## src/rtl/debounce_pkg.sv

```systemverilog
// -----------------------------------------------------------------------------
// debounce_pkg
// Shared definitions for the debounce_bank slice:
//   - default parameter constants for the bank and its channels
//   - clog2_min1(): counter width helper that never returns less than 1
//   - chan_status_t: bundle of the registered per-channel outputs
// -----------------------------------------------------------------------------
package debounce_pkg;

  localparam int DEFAULT_CHANNELS    = 4;
  localparam int DEFAULT_MAX_COUNT   = 16;
  localparam int DEFAULT_SYNC_STAGES = 2;

  // Width needed to hold 0..n-1, never below 1 so a MAX_COUNT of 1 still
  // yields a legal (constant-zero) counter vector.
  function automatic int clog2_min1(input int n);
    int w;
    w = $clog2(n);
    if (w < 1) begin
      w = 1;
    end else begin
      w = w;
    end
    return w;
  endfunction

  // Registered outputs of one debounced channel.
  typedef struct packed {
    logic out;
    logic edj;
    logic rise;
    logic fall;
    logic rise_flag;
    logic fall_flag;
  } chan_status_t;

endpackage

```

## src/rtl/debounce_channel.sv

```systemverilog
// -----------------------------------------------------------------------------
// debounce_channel
// One bit of the debouncer: input synchroniser, hysteresis counter, debounced
// level, single-cycle edge pulses and sticky rise/fall flags.
//
// Ports:
//   clock     in   system clock, all state on posedge
//   reset_n   in   asynchronous active-low reset
//   in_i      in   raw, possibly asynchronous input bit
//   clear_i   in   synchronous clear of the sticky flags
//   status_o  out  registered out / edj / rise / fall / rise_flag / fall_flag
// -----------------------------------------------------------------------------
module debounce_channel
  import debounce_pkg::*;
#(
  parameter int   MAX_COUNT   = DEFAULT_MAX_COUNT,
  parameter int   SYNC_STAGES = DEFAULT_SYNC_STAGES,
  parameter logic RESET_VALUE = 1'b0
) (
  input  logic         clock,
  input  logic         reset_n,
  input  logic         in_i,
  input  logic         clear_i,
  output chan_status_t status_o
);

  localparam int COUNTER_BITS = clog2_min1(MAX_COUNT);
  localparam logic [COUNTER_BITS-1:0] LAST_COUNT = COUNTER_BITS'(MAX_COUNT - 1);

  logic [SYNC_STAGES-1:0]  sync_q, sync_d;
  logic [COUNTER_BITS-1:0] cnt_q, cnt_d;
  logic                    out_q, out_d;
  logic                    edj_q, edj_d;
  logic                    rise_q, rise_d;
  logic                    fall_q, fall_d;
  logic                    rise_flag_q, rise_flag_d;
  logic                    fall_flag_q, fall_flag_d;
  logic                    sync_s;

  // Synchronised level is the last stage of the chain.
  assign sync_s = sync_q[SYNC_STAGES-1];

  // Synchroniser shift: plain flop-to-flop, nothing between stages.
  always_comb begin
    sync_d = {sync_q[SYNC_STAGES-2:0], in_i};
  end

  // Hysteresis counter and debounced level; pulses default to zero.
  always_comb begin
    out_d  = out_q;
    cnt_d  = cnt_q;
    edj_d  = 1'b0;
    rise_d = 1'b0;
    fall_d = 1'b0;
    if (sync_s != out_q) begin
      if (cnt_q == LAST_COUNT) begin
        // New level has been seen for MAX_COUNT consecutive cycles.
        out_d  = sync_s;
        edj_d  = 1'b1;
        rise_d = sync_s & ~out_q;
        fall_d = ~sync_s & out_q;
        cnt_d  = {COUNTER_BITS{1'b0}};
      end else begin
        cnt_d = cnt_q + COUNTER_BITS'(1);
      end
    end else begin
      // Any return to the current level restarts the count.
      cnt_d = {COUNTER_BITS{1'b0}};
    end
  end

  // Sticky flags: a set in the same cycle as clear takes priority.
  always_comb begin
    rise_flag_d = (rise_flag_q & ~clear_i) | rise_d;
    fall_flag_d = (fall_flag_q & ~clear_i) | fall_d;
  end

  // State register for the whole channel.
  always_ff @(posedge clock or negedge reset_n) begin
    if (!reset_n) begin
      sync_q      <= {SYNC_STAGES{RESET_VALUE}};
      cnt_q       <= {COUNTER_BITS{1'b0}};
      out_q       <= RESET_VALUE;
      edj_q       <= 1'b0;
      rise_q      <= 1'b0;
      fall_q      <= 1'b0;
      rise_flag_q <= 1'b0;
      fall_flag_q <= 1'b0;
    end else begin
      sync_q      <= sync_d;
      cnt_q       <= cnt_d;
      out_q       <= out_d;
      edj_q       <= edj_d;
      rise_q      <= rise_d;
      fall_q      <= fall_d;
      rise_flag_q <= rise_flag_d;
      fall_flag_q <= fall_flag_d;
    end
  end

  // Pack registered outputs.
  always_comb begin
    status_o.out       = out_q;
    status_o.edj       = edj_q;
    status_o.rise      = rise_q;
    status_o.fall      = fall_q;
    status_o.rise_flag = rise_flag_q;
    status_o.fall_flag = fall_flag_q;
  end

endmodule

```

## src/rtl/debounce_bank.sv

```systemverilog
// -----------------------------------------------------------------------------
// debounce_bank
// Multi-channel debouncer for raw pad inputs (buttons, switches, DIP banks).
// Each channel is an independent debounce_channel; any_edge summarises the
// registered edge pulses of all channels.
//
// Ports:
//   clock      in   system clock, all state on posedge
//   reset_n    in   asynchronous active-low reset
//   in         in   [CHANNELS] raw, possibly asynchronous inputs
//   clear      in   [CHANNELS] synchronous clear of the sticky flags
//   out        out  [CHANNELS] debounced level
//   edj        out  [CHANNELS] 1-cycle pulse on either edge of out
//   rise       out  [CHANNELS] 1-cycle pulse on rising edge of out
//   fall       out  [CHANNELS] 1-cycle pulse on falling edge of out
//   rise_flag  out  [CHANNELS] sticky: rise seen since last clear
//   fall_flag  out  [CHANNELS] sticky: fall seen since last clear
//   any_edge   out  OR of edj (combinational from registers)
// -----------------------------------------------------------------------------
module debounce_bank
  import debounce_pkg::*;
#(
  parameter int   CHANNELS    = DEFAULT_CHANNELS,
  parameter int   MAX_COUNT   = DEFAULT_MAX_COUNT,
  parameter int   SYNC_STAGES = DEFAULT_SYNC_STAGES,
  parameter logic RESET_VALUE = 1'b0
) (
  input  logic                clock,
  input  logic                reset_n,
  input  logic [CHANNELS-1:0] in,
  input  logic [CHANNELS-1:0] clear,
  output logic [CHANNELS-1:0] out,
  output logic [CHANNELS-1:0] edj,
  output logic [CHANNELS-1:0] rise,
  output logic [CHANNELS-1:0] fall,
  output logic [CHANNELS-1:0] rise_flag,
  output logic [CHANNELS-1:0] fall_flag,
  output logic                any_edge
);

  chan_status_t status_s [CHANNELS];

  for (genvar g = 0; g < CHANNELS; g++) begin : g_chan
    debounce_channel #(
      .MAX_COUNT   (MAX_COUNT),
      .SYNC_STAGES (SYNC_STAGES),
      .RESET_VALUE (RESET_VALUE)
    ) u_chan (
      .clock    (clock),
      .reset_n  (reset_n),
      .in_i     (in[g]),
      .clear_i  (clear[g]),
      .status_o (status_s[g])
    );

    assign out[g]       = status_s[g].out;
    assign edj[g]       = status_s[g].edj;
    assign rise[g]      = status_s[g].rise;
    assign fall[g]      = status_s[g].fall;
    assign rise_flag[g] = status_s[g].rise_flag;
    assign fall_flag[g] = status_s[g].fall_flag;
  end

  // Only a function of edj registers, so it is glitch-free within a cycle.
  assign any_edge = |edj;

endmodule

```

## config.mk

```make
export PLATFORM = sky130hd
export DESIGN_NAME = debounce_bank
export DESIGN_NICKNAME = d
export VERILOG_FILES = /design/src/rtl/debounce_pkg.sv /design/src/rtl/debounce_channel.sv /design/src/rtl/debounce_bank.sv
export SDC_FILE = /design/constraint.sdc
export NUM_CORES = 1
export LEC_CHECK = 0
export ABC_AREA = 1
export BUFFER_PORTS_ARGS = -buffer_cell sky130_fd_sc_hd__buf_4
export CAP_MARGIN = 20
export CELL_PAD_IN_SITES_DETAIL_PLACEMENT = 1
export CELL_PAD_IN_SITES_GLOBAL_PLACEMENT = 2
export CORE_MARGIN = 2
export CORE_UTILIZATION = 35
export CTS_CLUSTER_SIZE = 24
export DETAILED_ROUTE_END_ITERATION = 8
export PLACE_DENSITY = 0.85
export SYNTH_ARGS = -nofsm -noshare
export SYNTH_HDL_FRONTEND = slang
export SYNTH_SLANG_ARGS = --single-unit
```

## constraint.sdc

```tcl
create_clock -name clock -period 1.3 [get_ports clock]
set_input_delay 0.26 -clock clock [delete_from_list [all_inputs] [get_ports clock]]
set_output_delay 0.26 -clock clock [all_outputs]
set_load 0.01 [all_outputs]
```

==> results.toml <==
[cells_and_area]
final_common_cell = "dfrtp_1"
syn2layout_area_growth_pct = 17.5
final_cell_mix = "dfrtp_1, buf_4, nand2_1"
drive_gt1_share_pct = 27.2
fin_nets = 254
diodes = 0
instances_no_fill = 307

[yosys]
synth.avg_cell_area_um2 = 10.1
syn_inst = 207
synth-seq-area-share_pct = 57.2
synthesis.nets = 229
yosys_warnings = 0
synth.distinct_cells = 13
ys_seq_elements = 48
synth_area_um2 = 2100

[route]
wl_mm = 3.41
vias_per_cell = 4.39
vias = 1347
wl_per_cell_um = 11.1
drt_iter0_markers = 40
drc = 0
drtPass1Iterations = 4
ant_nets = 0

[floorplan]
fp.coreArea_um2 = 5850
ioPinCount = 35
rows = 28
die_area_um2 = 6630
fp.dieH_um = 81.4
initial_core_util_pct = 35.9
die_x_um = 81.4

[worst_hold_path]
hold_class = "input pin to flip-flop"

[pwr]
swShare_pct = 23.3
internal_power_mw = 2.02
power.density_nw_per_um2 = 1070
seqPwrFrac_pct = 59.7
clockPowerShare_pct = 34.7
power_frac_comb_pct = 5.6
leakage_nw = 1.33
peakVddDrop_v = 0.000363
switchingPower_uw = 616

[sta]
rsz0062_at_grt = "true"
max_clock_freq_ghz = 0.780
setup_viol = 0
finalCritPeriodShare_pct = 98.6
fin_skew_ns = 0.00592
worstMarginPinSlew_ns = 0.257
period_minus_slack_ns = 1.28
finalHoldViolCount = 0
drv_slew = 0
finalSetupTns_ns = 0
max_slew_margin_pct = 82.9

[clock_network]
clockRootBuffer = "clkbuf_8"
h-tree-depth = 2
clk_pin_slew_ns = 0.09
clockBufferDepth = 2
clkSinkCount = 48
clock_latency_ns = 0.29
cts_tree = "built"
cts_made_buffers = 5

[outcome]
status = "finished, final reports clean"

[global_routing]
grt_max_degree = 49
met3_usage_pct = 2.64
grt_pass1_vias = 1396
use_met1_pct = 13.6
track_usage_pct = 11.8
grt_first_pass_wirelength_mm = 5.98
antenna_found_initial = 0
grt_overflow = 0
grt-busiest-layer = "met2"
grt_use_met2_pct = 20.4

[worst_setup_path]
worstPathArrival_ns = 1.02
crit_path_end_kind = "output pin"
cp_max_fo = 2
critPathKind = "flip-flop to output pin"
crit_path_start_kind = "flip-flop"
critPathRequiredTime_ns = 1.04

[place]
gp_congestion = 0.728
dp.cells = 295
dp_hpwl_mm = 2.53
port_buffers = 34

[run]
maxCapViolations = 0
[layout make-up]
type	instances	area (µm²)
inverters	32	120
multi-input cells	103	624
fillers	680	3390
flip-flops and latches	48	1200
repair buffers	42	334
clock buffers	6	82.6
well taps	75	93.8
clock inverters	1	8.76
[worst paths after layout]
check,start,end,slack [ns],depth (start not counted)
min reg2reg,g_chan[3].u_chan.sync_q[0],g_chan[3].u_chan.sync_q[1],0.35,0
min,in[0],g_chan[0].u_chan.sync_q[0],0.06,1
max,g_chan[2].u_chan.edj_q,any_edge,0.02,3
max reg2reg,g_chan[0].u_chan.out_q,g_chan[0].u_chan.out_q,0.10,6
min in group asynchronous,reset_n,g_chan[1].u_chan.fall_q,0.46,3
max in group asynchronous,reset_n,g_chan[3].u_chan.cnt_q[0],0.61,3
[kinds of logic (layout without fill, tap and decap cells)]
kind of cell | Yosys count | in the layout | synth area share, %
AND/OR/NAND/NOR | 79 | 79 | 18.4
flip-flops | 48 | 48 | 57.2
AO/OA/AOI/OAI | 12 | 12 | 2.86
buffers and inverters | 56 | 81 | 14.3
adder cells (fa/ha/maj) | 12 | 12 | 7.16
[per-stage QoR]
stage | worst slack [ns] | hold slack, ns | instance area [µm²] | utilization [%] | total power [mW]
2_1_floorplan | 0.180 | -0.0356 | 2100 | - | 1.66
3_3_place_gp | 0.115 | 0.250 | 2300 | 39.3 | 1.74
3_5_place_dp | 0.0753 | 0.254 | 2300 | 39.3 | 1.75
4_1_cts | -0.00430 | 0.0485 | 2420 | 41.4 | 2.68
5_1_grt | -0.0860 | 0.0516 | 2460 | 42.1 | 2.76
6_report | 0.0179 | 0.0601 | 2460 | 42.1 | 2.64
[metal layers]
metal | part of all wire (%) | vias to the layer above | wire, µm
met5 | 0 | - | 0
met4 | 1.7 | 0 | 59
met3 | 4.7 | 5 | 162
met2 | 51 | 24 | 1740
met1 | 42 | 656 | 1450
li1 | - | 662 | -
[cells in the mapped netlist, drive strengths merged]
cell type	instances	area [µm²]
dfrtp	48	1200
ha	12	150
nand3	8	60.1
o21ai	8	40.0
nand2	41	164
a21oi	4	20.0
nand4	8	50.1
buf	24	180
inv	32	120
nor2	22	113
[sequential cells by signal, summed over array words and instances, names as in the netlist]
signal	flops
g_chan.u_chan.out_q	4
g_chan.u_chan.cnt_q	16
g_chan.u_chan.fall_flag_q	4
g_chan.u_chan.fall_q	4
g_chan.u_chan.rise_flag_q	4
g_chan.u_chan.edj_q	4
g_chan.u_chan.sync_q	8
g_chan.u_chan.rise_q	4
[power groups by stage]
stage               Combinational, mW  Clock, mW  Sequential (mW)
finish                          0.147      0.916             1.57
global route                    0.176       1.00             1.58
CTS                             0.149      0.957             1.57
detailed placement              0.146          0             1.60
global placement                0.141          0             1.60
floorplan                      0.0713          0             1.59
[worst max-delay path, cell delays in order (launching register included)]
cell     delay [ns]
dfrtp_1        0.40
nor2_2         0.13
nand2_1        0.08
buf_6          0.12
[what timing repair did]
action / 4_1_cts / 5_1_grt
endpoints found under the setup margin: 1 / 5
endpoints found under the hold margin: 48 / 0
pin swaps: 2 / 0
buffers inserted: 2 / 2
resized for setup: 2 / 2
hold buffers: 1 / 0
Power figures use the tool's default switching activity.
